### src/rtl/bcd_digit_scanner.sv
// Time-multiplexed digit scanner feeding a BCD-to-seven-segment decoder (active-low anodes).
// Optional leading-zero blanking is enabled with the macro LEADING_ZERO_BLANK_EN.
module bcd_digit_scanner #(
    parameter int DIGITS   = 4,
    parameter int PRESCALE = 50000,
    parameter int IDX_W    = $clog2(DIGITS)
) (
    input  logic                  clk,
    input  logic                  rst,
    input  logic                  load,
    input  logic [4*DIGITS-1:0]   bcd_in,
    output logic [3:0]            nibble,
    output logic [DIGITS-1:0]     an_n,
    output logic [IDX_W-1:0]      digit_idx,
    output logic                  frame_done
);

    localparam int CNT_W = (PRESCALE > 1) ? $clog2(PRESCALE) : 1;

    logic [CNT_W-1:0]      cnt_q, cnt_d;
    logic [IDX_W-1:0]      idx_q, idx_d;
    logic                  active_q, active_d;
    logic                  frame_done_q, frame_done_d;
    logic [4*DIGITS-1:0]   disp_q, disp_d;
    logic [4*DIGITS-1:0]   pend_q, pend_d;
    logic                  pend_valid_q, pend_valid_d;
    logic                  tick, wrap;

    // The counter holds on the release edge so digit 0 gets its full PRESCALE cycles.
    always_comb begin
        tick         = active_q && (cnt_q == CNT_W'(PRESCALE - 1));
        wrap         = tick && (idx_q == IDX_W'(DIGITS - 1));
        cnt_d        = cnt_q;
        idx_d        = idx_q;
        active_d     = 1'b1;
        frame_done_d = wrap;
        disp_d       = disp_q;
        pend_d       = pend_q;
        pend_valid_d = pend_valid_q;

        if (active_q)
            cnt_d = tick ? '0 : cnt_q + CNT_W'(1);
        if (tick)
            idx_d = wrap ? '0 : idx_q + IDX_W'(1);

        if (load) begin
            pend_d       = bcd_in;
            pend_valid_d = 1'b1;
        end
        if (wrap) begin
            if (load) begin
                disp_d       = bcd_in;
                pend_valid_d = 1'b0;
            end else if (pend_valid_q) begin
                disp_d       = pend_q;
                pend_valid_d = 1'b0;
            end
        end
    end

    always_ff @(posedge clk) begin
        if (rst) begin
            cnt_q        <= '0;
            idx_q        <= '0;
            active_q     <= 1'b0;
            frame_done_q <= 1'b0;
            disp_q       <= '0;
            pend_q       <= '0;
            pend_valid_q <= 1'b0;
        end else begin
            cnt_q        <= cnt_d;
            idx_q        <= idx_d;
            active_q     <= active_d;
            frame_done_q <= frame_done_d;
            disp_q       <= disp_d;
            pend_q       <= pend_d;
            pend_valid_q <= pend_valid_d;
        end
    end

    // Walk from the top digit down so "all higher digits are zero" accumulates as we go.
    always_comb begin
        logic [3:0] digit_v;
        logic       higher_zero_v;
        an_n          = '1;
        nibble        = 4'hF;
        higher_zero_v = 1'b1;
        digit_v       = 4'h0;
        for (int k = DIGITS - 1; k >= 0; k--) begin
            digit_v = disp_q[4*k +: 4];
            if (active_q && (idx_q == IDX_W'(k))) begin
                an_n[k] = 1'b0;
`ifdef LEADING_ZERO_BLANK_EN
                nibble  = ((k > 0) && higher_zero_v && (digit_v == 4'h0)) ? 4'hF : digit_v;
`else
                nibble  = digit_v;
`endif
            end
            higher_zero_v = higher_zero_v && (digit_v == 4'h0);
        end
    end

    assign digit_idx  = idx_q;
    assign frame_done = frame_done_q;

endmodule

### config.mk
export PLATFORM = sky130hd
export DESIGN_NAME = bcd_digit_scanner
export DESIGN_NICKNAME = d
export VERILOG_FILES = /design/src/rtl/bcd_digit_scanner.sv
export SDC_FILE = /design/constraint.sdc
export NUM_CORES = 1
export LEC_CHECK = 0
export ABC_AREA = 0
export CORE_MARGIN = 2
export CORE_UTILIZATION = 49
export DETAILED_ROUTE_END_ITERATION = 10
export PLACE_DENSITY = 0.78
export SYNTH_ARGS = -nofsm -noshare
export SYNTH_HDL_FRONTEND = slang
export SYNTH_SLANG_ARGS = --single-unit
### constraint.sdc
create_clock -name clk -period 2 [get_ports clk]
set_input_delay 0.4 -clock clk [delete_from_list [all_inputs] [get_ports clk]]
set_output_delay 0.4 -clock clk [all_outputs]
set_load 0.03 [all_outputs]
==> metrics.cfg, run 1 <==
[status]
status=finished with violations
violations=setup timing

[floorplan]
die_height_um=73.7
io_pins=30
placementRows=25
die_x_um=73.7
start_util_pct=50.7
core_area_mm2=0.00469
die-area_mm2=0.00543

[synthesis]
syn_area_per_cell_um2=9.86
synth_cells=241
ys_types=32
synth-xor-area-share_pct=5.16
synth_edf_count=0
synth_top_family_by_area=simple AND/OR/NAND/NOR gates
synthMuxAreaShare_pct=16.7
ys.flop_type=dfxtp_1
mappedNetlistArea_mm2=0.00238
synth.area.top_cells=dfxtp_1 (45%), mux2i_1 (7.6%), mux2_4 (6.3%)
synth_seq_cells=53
synthSimpleGateAreaFrac_pct=23.5
synthArstFlopShare_pct=0
synth_compound_area_share_pct=3.42
yosys.area.top_type=dfxtp_1
synth_commonest_cells=dfxtp_1 (53), nor2_1 (37), nor2b_1 (24)
synthesis.nets=265
ys_seq_area_share_pct=44.6
yosysTopAreaCellShare_pct=44.6
synthAdderAreaFrac_pct=2.63
yosysMostFrequentCell=dfxtp_1
synth_warnings=0

[cts]
clk_pin_slew_ns=0.10
cts_buffers=5
root_buffer=clkbuf_8
ctsHoldBuffers=0
cts_tree=done
cts.htree.levels=2
clkSinkCount=53
cts.path.max_buffers=2
clk_latency_ns=0.30

[global_routing]
grt_pass1_vias=1834
grt.total_usage_pct=20.4
antenna_found_initial=0
grt_max_degree=40
grt_overflow=0
grt_pass1_wl_mm=8.53

[pwr]
irDropWorstVdd_v=0.000465
pwr_density_cell_mw_per_mm2=633
p_leak_nw=1.23
power_mw=1.98

[timing]
tightest_slew_ns=0.406
setup_viol=15
slew_headroom_pct=72.7
fin_skew_ns=0.0119
worst_slack_ns=-0.182
rsz0062_at_grt=yes
hold_violations=0
slew_viol_final=0
min_period_ns=2.18
period_share_pct=109
fmax_ghz=0.458

[routing]
wl_mm=4.96
drt-pass1-iter-count=4
via_per_inst=5.28
drc=0
dr_total_vias=1799
drt_iter0_markers=51
drt.antenna.violating_nets=0
wl_per_cell_um=14.5

[critical_path]
crit_type=flip-flop to primary output
endpoint_kind=primary output
arrival_ns=1.78
reg2reg_slack_ns=-0.02
crit_fanout=7
start_kind=flip-flop
reg2regPathDepth=5
required_ns=1.60

[worst_hold_path]
hold_depth=2
hold_class=flip-flop to flip-flop

[placement]
globalplace.congestion=0.774
place_ws_ns=-0.0244
placed_cell_area_mm2=0.00282
portBuffers=29
dp_hpwl_mm=3.22

[finish]
design_area_mm2=0.00313
diodes=0
drive_gt1_share_pct=28.2
nets=310
syn_to_final_growth_pct=31.7

[flow_run]
drv_cap=0

cell usage in the layout, fill, tap and decap left out, types with 4 or more instances in the layout:
| cell | Yosys | routed |
|---|---|---|
| nor2_1 | 37 | 37 |
| nand2_1 | 13 | 13 |
| nor4_1 | 4 | 4 |
| mux2i_1 | 18 | 18 |
| nor3_1 | 7 | 4 |
| mux2_4 | 10 | 16 |
| dfxtp_1 | 53 | 49 |
| nor2b_1 | 24 | 21 |
| clkdlybuf4s50_1 | 0 | 21 |
| nand4_1 | 7 | 7 |
| xnor2_1 | 10 | 10 |
| clkbuf_8 | 0 | 6 |
| buf_4 | 0 | 21 |
| xor2_1 | 4 | 4 |
| buf_6 | 1 | 6 |
what timing repair did:
item	CTS	global route
buffers inserted	3	2
gates resized for setup	35	10
endpoints found under the setup margin	22	21
pin swaps	14	5
worst max-delay path, stage by stage, from the launching register on:
cell and delay, ns:
dfxtp_4 0.41, inv_4 0.05, ha_4 0.18, buf_4 0.15, nor2b_2 0.14, nor3_1 0.18, a211oi_1 0.09, o21ai_2 0.14
buf_6 0.15
registers in the layout, indices dropped and copies added, names as in the netlist:
register      count
cnt_q            16
disp_q           16
pend_q           16
digit_idx         2
active_q          1
frame_done        1
pend_valid_q      1
stage by stage:
step	utilization (%)	std cells	hold slack [ns]	TNS, ns
after CTS	65.7	339	0.504	-0.383
final	66.7	341	0.497	-0.592
after global placement	60.1	328	0.467	0
after global routing	66.7	341	0.545	-1.70
after floorplan	-	241	0.455	-1.05
after detailed placement	60.1	328	0.481	-0.0302
final timing paths:
path,from,to
max,digit_idx[0],nibble[3]
min,cnt_q[1],cnt_q[1]
max reg2reg,cnt_q[12],disp_q[9]
min reg2reg,cnt_q[1],cnt_q[1]
area by class of cell:
class	count	area, um^2
repair buffers	53	487
clock buffers	7	86.3
inverters	3	13.8
well taps	54	67.6
clock inverters	1	30.0
flip-flops and latches	53	1070
fillers	360	1560
multi-input cells	170	1380
power by group:
group	leakage (nW)	internal (mW)	switching, mW
registers	0.434	1.08	0.00910
clock network	0.0585	0.408	0.336
logic	0.743	0.0778	0.0729
total	1.23	1.56	0.418
cells by family (layout without fill, tap and decap cells):
logic type               after synthesis  in the layout
multiplexers                          34             34
adder cells (fa/ha/maj)                5              5
XOR/XNOR                              14             14
flip-flops                            53             53
AND/OR/NAND/NOR                      105            105
AO/OA/AOI/OAI                         12             12
buffers and inverters                 18             64
metal layers:
metal	global-route usage, %	up-vias	part of all wire, %
li1	-	899	-
met5	0	-	0
met3	5.21	6	2.4
met4	8.28	0	1.4
met1	25.1	868	46
met2	33.8	26	50
(Power assumes the default switching activity.)
==> inputs of run 2 (changes only) <==
- CTS_CLUSTER_DIAMETER: not set -> 120
==> results of run 2 <==
Final layout, timing and power as in run 1 (identical DEF).
==> inputs of run 3 (changes only) <==
- CAP_MARGIN: not set -> 25
- CTS_CLUSTER_SIZE: not set -> 12
- MAX_ROUTING_LAYER: not set -> met4
==> run 3 against run 2 <==
Effect of this change:
- the run still ends with setup timing left
- clock-buffer cell count stayed put
- sequential power hardly changed
- final cell count stayed put
- design area stayed put
- worst setup slack better by 0.014 ns
- power hardly changed
- first-iteration DRC count is 3.9% higher
- critical path type unchanged
==> metrics.cfg, run 3 (same netlist as run 1, synthesis figures left out) <==
[cts]
clk_latency_ns=0.30  ; about the same
cts_tree=done  ; unchanged
clkSinkCount=53  ; unchanged
clk_pin_slew_ns=0.10  ; about the same
root_buffer=clkbuf_8  ; unchanged
cts.path.max_buffers=2  ; unchanged
cts.htree.levels=2  ; unchanged
cts_buffers=5  ; unchanged
ctsHoldBuffers=0  ; unchanged

[finish]
diodes=0  ; unchanged
nets=310  ; unchanged
layout_common_cells=dfxtp_1 (49), nor2_1 (37), nor2b_1 (21), clkdlybuf4s50_1 (21), buf_4 (21)  ; unchanged
fillers=360  ; unchanged
syn_to_final_growth_pct=31.7  ; unchanged
multi_input_area_mm2=0.00138  ; unchanged
largestRegisters=cnt_q x16, disp_q x16, pend_q x16  ; unchanged
post-route-util_pct=66.7  ; unchanged
drive_gt1_share_pct=28.2  ; unchanged
final_common_cell=dfxtp_1  ; unchanged
final_cells=341  ; unchanged
final-seq-area_mm2=0.00107  ; unchanged

[routing]
dr_total_vias=1789  ; was 1799
wl_mm=4.96  ; about the same
via_per_inst=5.25  ; was 5.28
drt_iter0_markers=53  ; was 51
wl_per_cell_um=14.6  ; was 14.5 um
drt.antenna.violating_nets=0  ; unchanged
drt-pass1-iter-count=4  ; unchanged
drc=0  ; unchanged

[timing]
period_share_pct=108  ; was 109%
fin_skew_ns=0.0127  ; was 0.0119 ns
min_period_ns=2.17  ; was 2.18 ns
slew_headroom_pct=72.8  ; was 72.7%
fmax_ghz=0.461  ; was 0.458 GHz
hold_violations=0  ; unchanged
hold_slack_ns=0.497  ; about the same
tightest_slew_ns=0.405  ; was 0.406 ns
setup_viol=16  ; was 15
rsz0062_at_grt=yes  ; unchanged
slew_viol_final=0  ; unchanged
tns_ns=-0.594  ; was -0.592 ns
worst_slack_ns=-0.167  ; was -0.182 ns

[global_routing]
grt_pass1_vias=1835  ; was 1834
grt_max_degree=40  ; unchanged
grt.total_usage_pct=21.0  ; was 20.4%
antenna_found_initial=0  ; unchanged
grt_overflow=0  ; unchanged
grt_pass1_wl_mm=8.53  ; unchanged

[pwr]
p_leak_nw=1.23  ; unchanged
pwr_density_cell_mw_per_mm2=633  ; about the same
irDropWorstVdd_v=0.000463  ; was 0.000465 V

[critical_path]
reg2reg_slack_ns=-0.02  ; about the same
crit_family=flip-flops  ; unchanged
reg2regPathDepth=5  ; unchanged
crit_chain=inv_4 -> ha_4 -> nor3b_4 -> nor3_4 -> a211oi_2 -> buf_4 -> o21ai_4 -> buf_6  ; was inv_4 -> ha_4 -> buf_4 -> nor2b_2 -> nor3_1 -> a211oi_1 -> o21ai_2 -> buf_6
cp_num_buf_inv=3  ; unchanged
slowest_stage=dfxtp_4  ; unchanged
arrival_ns=1.77  ; was 1.78 ns
required_ns=1.60  ; about the same
start_kind=flip-flop  ; unchanged
rr_startpoint=cnt_q[12]  ; unchanged
crit_type=flip-flop to primary output  ; unchanged
r2r_end=disp_q[9]  ; unchanged
max_stage_delay_ns=0.41  ; about the same
endpoint_kind=primary output  ; unchanged
crit_fanout=7  ; unchanged

[worst_hold_path]
hold_start=cnt_q[1]  ; unchanged
hold_class=flip-flop to flip-flop  ; unchanged
hold_depth=2  ; unchanged
hold_end=cnt_q[1]  ; unchanged

[status]
status=finished with violations  ; unchanged
violations=setup timing  ; unchanged

[floorplan]
die_x_um=73.7  ; unchanged
die_height_um=73.7  ; unchanged
start_util_pct=50.7  ; unchanged
placementRows=25  ; unchanged
die-area_mm2=0.00543  ; unchanged
core_area_mm2=0.00469  ; unchanged
io_pins=30  ; unchanged

[placement]
numPlacedInstances=328  ; unchanged
dp_hpwl_mm=3.22  ; unchanged
place_ws_ns=-0.0244  ; unchanged
portBuffers=29  ; unchanged
globalplace.congestion=0.785  ; was 0.774

[flow_run]
drv_cap=0  ; unchanged

[run 3: cell counts in the layout (fill, tap and decap cells not counted)]
No cell type changed its count.
[run 3: routing by layer]
metal	vias to the layer above	wire (um)	global-route usage, %
met5	-	0	-
met2	27	2520	33.8
met3	6	133	5.08
met1	858	2240	25.2
met4	0	70	8.28
li1	898	-	-
[run 3: cell type report]
cell class | count | share of cell area (%)
flip-flops and latches | 53 | 34.2
multi-input cells | 170 | 43.9
well taps | 54 | 2.16
inverters | 3 | 0.439
clock buffers | 7 | 2.76
repair buffers | 53 | 15.5
clock inverters | 1 | 0.959
[run 3: report_power, final]
part	internal [mW]	total, mW	leakage (nW)	switching [mW]
Combinational	0.0778	0.151	0.743	0.0731
Clock	0.408	0.745	0.0585	0.336
Sequential	1.08	1.09	0.434	0.00910
[run 3: metrics by stage]
stage | total power [mW] | cell area, um^2
floorplan | 1.19 | 2400
global placement | 1.26 | 2820
global route | 2.06 | 3130
CTS | 1.99 | 3080
detailed placement | 1.26 | 2820
finish | 1.98 | 3130
[run 3: worst min-delay path, delay by kind of cell (launching register included)]
family / cells / cell delay (ns)
DFF: 1 / 0.34
and+or+nand+nor: 1 / 0.07
AOI/OAI and AO/OA: 1 / 0.06
[run 3: worst max path at each step]
stage               cells past startpoint         end  slack (ns)          from
floorplan                               6  disp_q[10]       -0.10     cnt_q[11]
global placement                        5   disp_q[4]        0.01     cnt_q[11]
detailed placement                      8   nibble[1]       -0.02  digit_idx[0]
CTS                                     8   nibble[1]       -0.14  digit_idx[0]
global route                            8   nibble[1]       -0.25  digit_idx[0]
finish                                  8   nibble[1]       -0.17  digit_idx[0]
[run 3: what timing repair did]
action,4_1_cts,5_1_grt
pin swaps,14,5
buffers inserted,3,2
gates resized for setup,35,10
cloned,0,0
endpoints found under the setup margin,22,21
